<file path="config.mk">
export PLATFORM = sky130hd
export DESIGN_NAME = fifo_wr_arbiter_flat
export DESIGN_NICKNAME = d
export VERILOG_FILES = /design/src/rtl/fifo_arb_pkg.sv /design/src/rtl/fifo_wr_arbiter_if.sv /design/src/rtl/fifo_wr_arbiter_chk.sv /design/src/rtl/fifo_wr_arbiter_rr_pick.sv /design/src/rtl/fifo_wr_arbiter.sv /design/src/flat_wrapper.sv
export SDC_FILE = /design/constraint.sdc
export NUM_CORES = 1
export LEC_CHECK = 0
export BUFFER_PORTS_ARGS = -buffer_cell sky130_fd_sc_hd__buf_2
export CORE_MARGIN = 3
export CORE_UTILIZATION = 40
export DETAILED_ROUTE_END_ITERATION = 8
export GPL_TIMING_DRIVEN = 0
export PLACE_DENSITY_LB_ADDON = 0.25
export SLEW_MARGIN = 20
export SYNTH_ARGS = -nofsm -noshare
export SYNTH_HDL_FRONTEND = slang
export SYNTH_SLANG_ARGS = --single-unit
</file>
<file path="constraint.sdc">
create_clock -name wclk -period 3.1 [get_ports wclk]
set_input_delay 0.31 -clock wclk [delete_from_list [all_inputs] [get_ports wclk]]
set_output_delay 0.31 -clock wclk [all_outputs]
set_load 0.01 [all_outputs]
</file>
<file path="src/rtl/fifo_arb_pkg.sv">
// Shared types and default sizes for the FIFO write-side arbiter and the FIFO top.
package fifo_arb_pkg;

  typedef enum logic [0:0] {
    IDLE  = 1'b0,
    BURST = 1'b1
  } arb_state_t;

  localparam int DATASIZE_DEF = 8;
  localparam int ADDRSIZE_DEF = 4;
  localparam int NREQ_DEF     = 4;
  localparam int MAXBURST_DEF = 4;

endpackage

</file>
<file path="src/rtl/fifo_wr_arbiter_if.sv">
// Requester-side and FIFO-write-side signals of the write arbiter.
// slave = arbiter side, master = producers/FIFO side.
interface fifo_wr_arbiter_if
  import fifo_arb_pkg::*;
#(
  parameter int NREQ     = NREQ_DEF,
  parameter int DATASIZE = DATASIZE_DEF
);
  localparam int IDXW = $clog2(NREQ);

  logic [NREQ-1:0]          req;
  logic [NREQ*DATASIZE-1:0] req_data;
  logic [NREQ-1:0]          gnt;
  logic                     winc;
  logic [DATASIZE-1:0]      wdata;
  logic                     wfull;
  logic                     busy;
  logic [IDXW-1:0]          owner;

  modport slave  (input  req, req_data, wfull, output gnt, winc, wdata, busy, owner);
  modport master (output req, req_data, wfull, input  gnt, winc, wdata, busy, owner);

endinterface

</file>
<file path="src/rtl/fifo_wr_arbiter_chk.sv">
// Invariant checker for the write arbiter; simulation-only properties.
module fifo_wr_arbiter_chk #(
  parameter int NREQ     = 4,
  parameter int MAXBURST = 4,
  parameter int CNTW     = 3
) (
  input logic            clk,
  input logic            rst,
  input logic            winc,
  input logic            wfull,
  input logic [NREQ-1:0] gnt,
  input logic [CNTW-1:0] burst_cnt
);

  a_no_write_when_full: assert property (@(posedge clk) disable iff (rst) !(winc && wfull));
  a_gnt_onehot0:        assert property (@(posedge clk) disable iff (rst) $onehot0(gnt));
  a_gnt_implies_winc:   assert property (@(posedge clk) disable iff (rst) (gnt != {NREQ{1'b0}}) |-> winc);
  a_burst_cnt_bound:    assert property (@(posedge clk) disable iff (rst) int'(burst_cnt) < MAXBURST);

endmodule

</file>
<file path="src/rtl/fifo_wr_arbiter_rr_pick.sv">
// Round-robin pick: first requester with req set, searching cyclically
// from the one after the last owner. Purely combinational.
module rr_pick #(
  parameter int NREQ = 4,
  parameter int IDXW = 2
) (
  input  logic [NREQ-1:0] req,
  input  logic [IDXW-1:0] owner,
  output logic [IDXW-1:0] next_idx,
  output logic            any_req
);

  logic            found;
  logic [IDXW-1:0] cand;

  // Walk owner+1 .. owner+NREQ (mod NREQ) and latch the first hit.
  always_comb begin
    next_idx = owner;
    found    = 1'b0;
    cand     = owner;
    for (int k = 1; k <= NREQ; k++) begin
      cand     = IDXW'((int'(owner) + k) % NREQ);
      next_idx = (!found && req[cand]) ? cand : next_idx;
      found    = found | req[cand];
    end
    any_req = |req;
  end

endmodule

</file>
<file path="src/rtl/fifo_wr_arbiter.sv">
// Round-robin arbiter sharing the FIFO write port between NREQ requesters.
// One idle cycle arbitrates, then the owner writes up to MAXBURST words.
module fifo_wr_arbiter
  import fifo_arb_pkg::*;
#(
  parameter int NREQ     = NREQ_DEF,
  parameter int DATASIZE = DATASIZE_DEF,
  parameter int MAXBURST = MAXBURST_DEF
) (
  input logic               wclk,
  input logic               wrst,
  fifo_wr_arbiter_if.slave  bus
);

  localparam int IDXW = $clog2(NREQ);
  localparam int CNTW = $clog2(MAXBURST) + 1;

  arb_state_t      state_r, state_nxt;
  logic [IDXW-1:0] owner_r, owner_nxt, pick_idx;
  logic [CNTW-1:0] burst_cnt_r, burst_cnt_nxt;
  logic            any_req;
  logic            winc_s;
  logic [NREQ-1:0] gnt_s;

  rr_pick #(.NREQ(NREQ), .IDXW(IDXW)) u_pick (
    .req      (bus.req),
    .owner    (owner_r),
    .next_idx (pick_idx),
    .any_req  (any_req)
  );

  // Next state, burst counter and write enable; reset suppresses the write in its own cycle.
  always_comb begin
    state_nxt     = state_r;
    owner_nxt     = owner_r;
    burst_cnt_nxt = burst_cnt_r;
    winc_s        = 1'b0;
    case (state_r)
      IDLE: begin
        if (any_req) begin
          owner_nxt     = pick_idx;
          burst_cnt_nxt = {CNTW{1'b0}};
          state_nxt     = BURST;
        end else begin
          state_nxt = IDLE;
        end
      end
      BURST: begin
        if (!bus.req[owner_r]) begin
          state_nxt = IDLE;
        end else if (bus.wfull || wrst) begin
          state_nxt = BURST;
        end else begin
          winc_s = 1'b1;
          if (burst_cnt_r == CNTW'(MAXBURST - 1)) begin
            state_nxt     = IDLE;
            burst_cnt_nxt = {CNTW{1'b0}};
          end else begin
            burst_cnt_nxt = burst_cnt_r + {{(CNTW-1){1'b0}}, 1'b1};
          end
        end
      end
      default: begin
        state_nxt = IDLE;
      end
    endcase
  end

  assign gnt_s = winc_s ? ({{(NREQ-1){1'b0}}, 1'b1} << owner_r) : {NREQ{1'b0}};

  // State, owner and burst counter registers; owner resets to the last index so requester 0 wins first.
  always_ff @(posedge wclk) begin
    if (wrst) begin
      state_r     <= IDLE;
      owner_r     <= IDXW'(NREQ - 1);
      burst_cnt_r <= {CNTW{1'b0}};
    end else begin
      state_r     <= state_nxt;
      owner_r     <= owner_nxt;
      burst_cnt_r <= burst_cnt_nxt;
    end
  end

  assign bus.winc  = winc_s;
  assign bus.gnt   = gnt_s;
  assign bus.wdata = bus.req_data[owner_r*DATASIZE +: DATASIZE];
  assign bus.busy  = (state_r == BURST);
  assign bus.owner = owner_r;

  fifo_wr_arbiter_chk #(.NREQ(NREQ), .MAXBURST(MAXBURST), .CNTW(CNTW)) u_chk (
    .clk       (wclk),
    .rst       (wrst),
    .winc      (winc_s),
    .wfull     (bus.wfull),
    .gnt       (gnt_s),
    .burst_cnt (burst_cnt_r)
  );

endmodule

</file>
<file path="src/flat_wrapper.sv">
// flat-port wrapper written by rule: the top's interface ports become plain ports
module fifo_wr_arbiter_flat import fifo_arb_pkg::*;
#(
  parameter int NREQ     = NREQ_DEF,
  parameter int DATASIZE = DATASIZE_DEF,
  parameter int MAXBURST = MAXBURST_DEF
)
  (wclk, wrst, bus_req, bus_req_data, bus_wfull, bus_gnt, bus_winc, bus_wdata, bus_busy, bus_owner);
  fifo_wr_arbiter_if #(.NREQ(NREQ), .DATASIZE(DATASIZE)) bus_i ();
  input logic wclk;
  input logic wrst;
  input wire logic [$bits(bus_i.req)-1:0] bus_req;
  input wire logic [$bits(bus_i.req_data)-1:0] bus_req_data;
  input wire logic [$bits(bus_i.wfull)-1:0] bus_wfull;
  output wire logic [$bits(bus_i.gnt)-1:0] bus_gnt;
  output wire logic [$bits(bus_i.winc)-1:0] bus_winc;
  output wire logic [$bits(bus_i.wdata)-1:0] bus_wdata;
  output wire logic [$bits(bus_i.busy)-1:0] bus_busy;
  output wire logic [$bits(bus_i.owner)-1:0] bus_owner;
  assign bus_i.req = bus_req;
  assign bus_i.req_data = bus_req_data;
  assign bus_i.wfull = bus_wfull;
  assign bus_gnt = bus_i.gnt;
  assign bus_winc = bus_i.winc;
  assign bus_wdata = bus_i.wdata;
  assign bus_busy = bus_i.busy;
  assign bus_owner = bus_i.owner;
  fifo_wr_arbiter #(.NREQ(NREQ), .DATASIZE(DATASIZE), .MAXBURST(MAXBURST)) u_core (.wclk(wclk), .wrst(wrst), .bus(bus_i));
endmodule
</file>
Word-level counts from Yosys, hierarchy flattened. Index checks and enable logic that the tools add are counted.

Register bits: 6. Logic and storage cells: 61. Output and inout port bits: 16. Input port bits: 39.

Bitwise logic cells: 3. Add/subtract/negate cells: 5. Reductions and logical operators: 11. $lt $le $gt $ge: 5. Multiplexer cells: 28. Equal/unequal tests: 4. Shift-type cells: 2.

Operators by type and width (number): indexed part select 32 x 6 -> 8 bit (1); < comparator 2 x 3 -> 1 bit (second input constant) (5); two-way mux 1 bit (12); two-way mux 3 bit (4); binary-select mux 1 bit (select 2 bit) (5); two-way mux 2 bit (4); case mux 3 bit (2 select lines) (1); AND reduction 3 bit (2); adder 2 x 1 -> 2 bit (second input constant) (2); adder 2 bit (second input constant) (2); two-way mux 4 bit (1); inequality test 2 bit (second input constant) (2); nonzero test 4 bit (1); OR reduction 4 bit (1); left shift 1 x 2 -> 4 bit (first input constant) (1); adder 3 x 1 -> 3 bit (second input constant) (1); equality test 3 x 2 -> 1 bit (second input constant) (1); logical AND 1 bit (3); logical NOT 1 bit (3); inequality test 2 x 1 -> 1 bit (second input constant) (1); bitwise OR 1 bit (2); case mux 1 bit (2 select lines) (1); logical OR 1 bit (1); NOT 1 bit (1).

Depth between registers and ports, before layout.
Depth in word-level cells: 9. Depth in mapped cells: 9. Gate-level depth less buffers: 6.

By module. A second synthesis with hierarchy kept.

Cell total of the unflattened synthesis: 64. Area, all modules: 639.4 um^2.

By module, submodules not included: fifo_wr_arbiter (area an instance 566.8 um^2, sequential area each 120.1 um^2, times used 1, cells each 50); rr_pick (area an instance 72.6 um^2, sequential area each 0.0 um^2, times used 1, cells each 14).

Worst setup path after synthesis. No wires, ideal clock.

Kind: register -> register. Start: register u_core.owner_r[0], in the netlist u_core.bus.owner[0]. End: register u_core.owner_r[1], in the netlist u_core.bus.owner[1]. Library setup time: 122 ps. Clock period less this slack: 2380 ps. Path buffers: 3. Cell stages (with the launch flop): 10. Arrival: 2258 ps. Data required time: 2978 ps. Setup slack: 720 ps. Path through: dfxtp_1 buf_6 buf_2 inv_1 ha_1 clkbuf_1 mux4_2 nor2_1 o21ai_1 a311o_1.

Longest elaborated chain between the ends: 9. Elaborated cells on any way between the ends: 26. Classes of those cells: 4 x add/sub; 12 x mux; 2 x bitwise; 8 x reduce/logical.

Ends and longest elaborated chain: from (decl) (line fifo_wr_arbiter.sv:19) `logic [IDXW-1:0] owner_r, owner_nxt, pick_idx;`; from (signal assigned) (line fifo_wr_arbiter.sv:75) `owner_r <= IDXW'(NREQ - 1);`; from (signal assigned) (line fifo_wr_arbiter.sv:79) `owner_r <= owner_nxt;`; adder 2 x 1 -> 2 bit / adder 2 bit (equally long branches) (line fifo_wr_arbiter_rr_pick.sv:22) `cand = IDXW'((int'(owner) + k) % NREQ);`; binary-select mux 1 bit (select 2 bit) (line fifo_wr_arbiter_rr_pick.sv:23, fifo_wr_arbiter_rr_pick.sv:24); two-way mux 1 bit (implied by the code) (line fifo_wr_arbiter_rr_pick.sv:23, fifo_wr_arbiter_rr_pick.sv:24); bitwise OR 1 bit (2 in series) (line fifo_wr_arbiter_rr_pick.sv:24) `found = found | req[cand];`; logical NOT 1 bit (line fifo_wr_arbiter_rr_pick.sv:23) `next_idx = (!found && req[cand]) ? cand : next_idx;`; logical AND 1 bit (line fifo_wr_arbiter_rr_pick.sv:23); nonzero test 4 bit (no line); AND reduction 3 bit (no line).

Parallel ways exist; a longest one is shown, timed or not. The select of a mux whose other input is x is not followed. A chain may end at the register's enable or synchronous reset.

Final worst setup path. Ends and elaborated chain as after synthesis.

==> impl_results.md <==
* PwrDens at 613 mW/mm2
* Initial drt markers at 11
* Vias in the first global route at slightly below 800
* Hold Startpoint: wrst
* Pins Over Slew Limit at 0
* Register area share after synthesis at 15.4%
* Worst Hold Class: primary input to register
* NetSw at around 280 uW
* Pre-CTS WS at 0.502 ns
* GRT Util Overall at 17.4%
* Slew headroom at 65.4%
* Diode count at 0
* P&R area growth vs syn at 41.6%
* Starting Density at a little over two fifths
* Post-route setup slack at 0.518 ns
* Switch share at 42.0%
* CP Class: register to register
* Final setup fails at 0
* Final WL at 2.20 mm
* Synth Instances at 72
* Post-detailed-route wirelength per cell at 14.3 um
* Max incr delay on CP at 0.40 ns
* Vias at 854
* Cells along the critical path: buf_6 -> buf_2 -> inv_1 -> ha_1 -> clkbuf_1 -> mux4_2 -> nor2_1 -> o21ai_1 -> a311o_1
* Bufs and invs on worst path at 4
* Mean Syn Cell Area at 10.8 um2
* DRC errors left at 0
* CP Capture Type: register
* Chip height at 50.1 um
* Htree depth at 1
* Num ports at 55
* Largest net degree at the start of global routing at 11
* Final worst-path cycle share at 83.3%
* Skew-Pair Late Insertion Delay at 0.24 ns
* Root Driver: clkbuf_4
* Die Wd at 50.1 um
* GR Overflow Total at 0
* Most frequent cells in the layout: buf_2, mux4_2, dfxtp_1
* Yosys warning total at 0
* CP startpoint kind: register
* Cell internal pwr at approximately 390 uW
* DRT Pass-1 Iters at 4
* Number of antenna violations at the first check in global routing at 0
* Setup bufs post-CTS at 0
* NumNets Final at 175
* Hold_buf cts at 0
* TNS Setup at 0 ns
* Finished Core Util at 61.9%
* Yosys reg bits at 6
* GR Util met3 at 5.34%
* Slew @ Worst Pin at 0.514 ns
* Core box area at 0.00178 mm2
* Met1 Resource Use GR at just over 20%
* Clk_skew at approximately 0.0031 ns
* DP HPWL at around 1.8 mm
* Clk pwr share at 10.7%
* Die ar. at 0.00251 mm2
* Status: finished clean
* I/O Buffers at 54
* Most common cell after layout, fill and taps aside: buf_2
* Critical Path Source: u_core.bus.owner[0]$_SDFFE_PP1P_
* CP max stage cell: dfxtp_1
* Fillers at 153
* Rows at 15
* RSZ-0062 raised after global routing: false
* Cell family with most CP delay: buffers and inverters
* Final hold violation count at 0
* Vias per cell at 5.55
* Antenna-violating nets left at 0
* Crit path required time at 3.23 ns
* Comb pwr share at just over 70%
* Syn_nets at 116
* Met2 GRT Util at a little under a third
* Crit path max fanout at 10
* Arrival time at the worst endpoint at around 2.7 ns
* Pleak at 0.000554 uW
* CTS buffer count at 3
* Seq pwr share at 16.8%
* Final critical-path required period at 2.58 ns
* Fmax at between 300 and 400 MHz
* CTS tree: done
* Max-cap violations at 0
* Gp weighted congestion at 0.695
* Longest Clk Path Bufs at 2
* Reg2reg start: u_core.bus.owner[0]$_SDFFE_PP1P_
* Layout cells sized above 1 at between 50% and 60%
* Synth cell types at 31
* Max VDD drop at 0.440 mV
* First-pass GRT wire length at 3.39 mm
* Reg clk slew, reported paths at approximately 0.05 ns
* # clock sinks at 6
* Syn Std Cell Area at 779 um2
* Gr busiest metal: met2
* CTS resizes at 0
## cell families (layout without fill, tap and decap cells)
logic type / Yosys count / after routing / synth area share (%)
simple gates: 22 / 22 / 18.0
compound gates: 15 / 15 / 15.3
mux: 14 / 14 / 37.2
buf+inv: 10 / 67 / 6.10
flops: 6 / 6 / 15.4
fa+ha+maj: 5 / 5 / 8.03
## state kept, by name, indices dropped and copies added (netlist names)
name and cells:
u_core.burst_cnt_r 3, u_core.bus.owner 2, u_core.bus.busy 1
## layer usage
layer	part of all wire, %	wire, um	vias up
li1	-	-	398
met1	36	785	413
met4	0.41	9	0
met5	0	0	-
met2	55	1220	41
met3	8.4	185	2
## final timing paths
path | to | slack (ns) | cells past startpoint
worst max-delay path | u_core.bus.owner[1]$_SDFFE_PP1P_ | 0.52 | 9
worst min-delay path | u_core.bus.busy$_SDFF_PP0_ | 0.36 | 2
worst max register to register | u_core.bus.owner[1]$_SDFFE_PP1P_ | 0.52 | 9
worst min register to register | u_core.burst_cnt_r[2]$_SDFFE_PP0P_ | 0.45 | 1
## power groups by stage
stage | Combinational (uW) | Clock, uW | Sequential, uW
after CTS | 495 | 75.4 | 115
after detailed placement | 493 | 0 | 116
after global routing | 532 | 77.8 | 118
after global placement | 480 | 0 | 114
after floorplan | 353 | 0 | 116
final | 490 | 72.1 | 114
## per-stage QoR
| step | cells | hold WS [ns] | instance area (um2) | power [uW] |
|---|---|---|---|---|
| final | 154 | 0.356 | 1100 | 676 |
| after detailed placement | 151 | 0.450 | 1080 | 609 |
| after global routing | 154 | 0.347 | 1100 | 728 |
| after CTS | 154 | 0.349 | 1100 | 685 |
| after floorplan | 72 | 0.379 | 779 | 469 |
| after global placement | 151 | 0.443 | 1080 | 595 |
## worst register-to-register path, cell delays in order (launching register included)
cell and delay, ns:
dfxtp_1 0.40, buf_6 0.17, buf_2 0.30, inv_1 0.13, ha_1 0.29, clkbuf_1 0.27, mux4_2 0.40, nor2_1 0.12
o21ai_1 0.07, a311o_1 0.32
## cell usage after synthesis
library cell   n  area, um2
o211a_1        1       10.0
buf_6          1       11.3
nor2b_1        4       25.0
a311o_1        1       10.0
a21oi_1        3       15.0
nor3_1         2       10.0
mux4_2        12        270
and2_1         4       25.0
nor2b_2        1       8.76
o41ai_2        1       16.3
o221ai_1       1       8.76
ha_1           5       62.6
o211ai_1       1       7.51
o21ai_1        1       5.00
nor4b_4        1       23.8
nand2_1        1       3.75
o311ai_0       1       8.76
nor2_1         5       18.8
o21bai_1       1       7.51
inv_2          1       3.75
inv_1          5       18.8
dfxtp_1        6        120
o22ai_1        1       6.26
o2bb2ai_1      1       8.76
clkbuf_1       1       3.75
nand2b_1       2       12.5
nand4_1        2       12.5
buf_2          2       10.0
a22oi_1        1       7.51
mux2i_1        2       20.0
o21a_1         1       7.51
## cell type report
type	count	area [um2]	share of cell area (%)
buffer	4	25.0	2.27
clock buffer	3	22.5	2.04
inverter	6	22.5	2.04
multi-input combinational	56	612	55.4
sequential	6	120	10.9
tap	25	31.3	2.83
timing repair buffer	54	270	24.5
(Power assumes the default switching activity.)
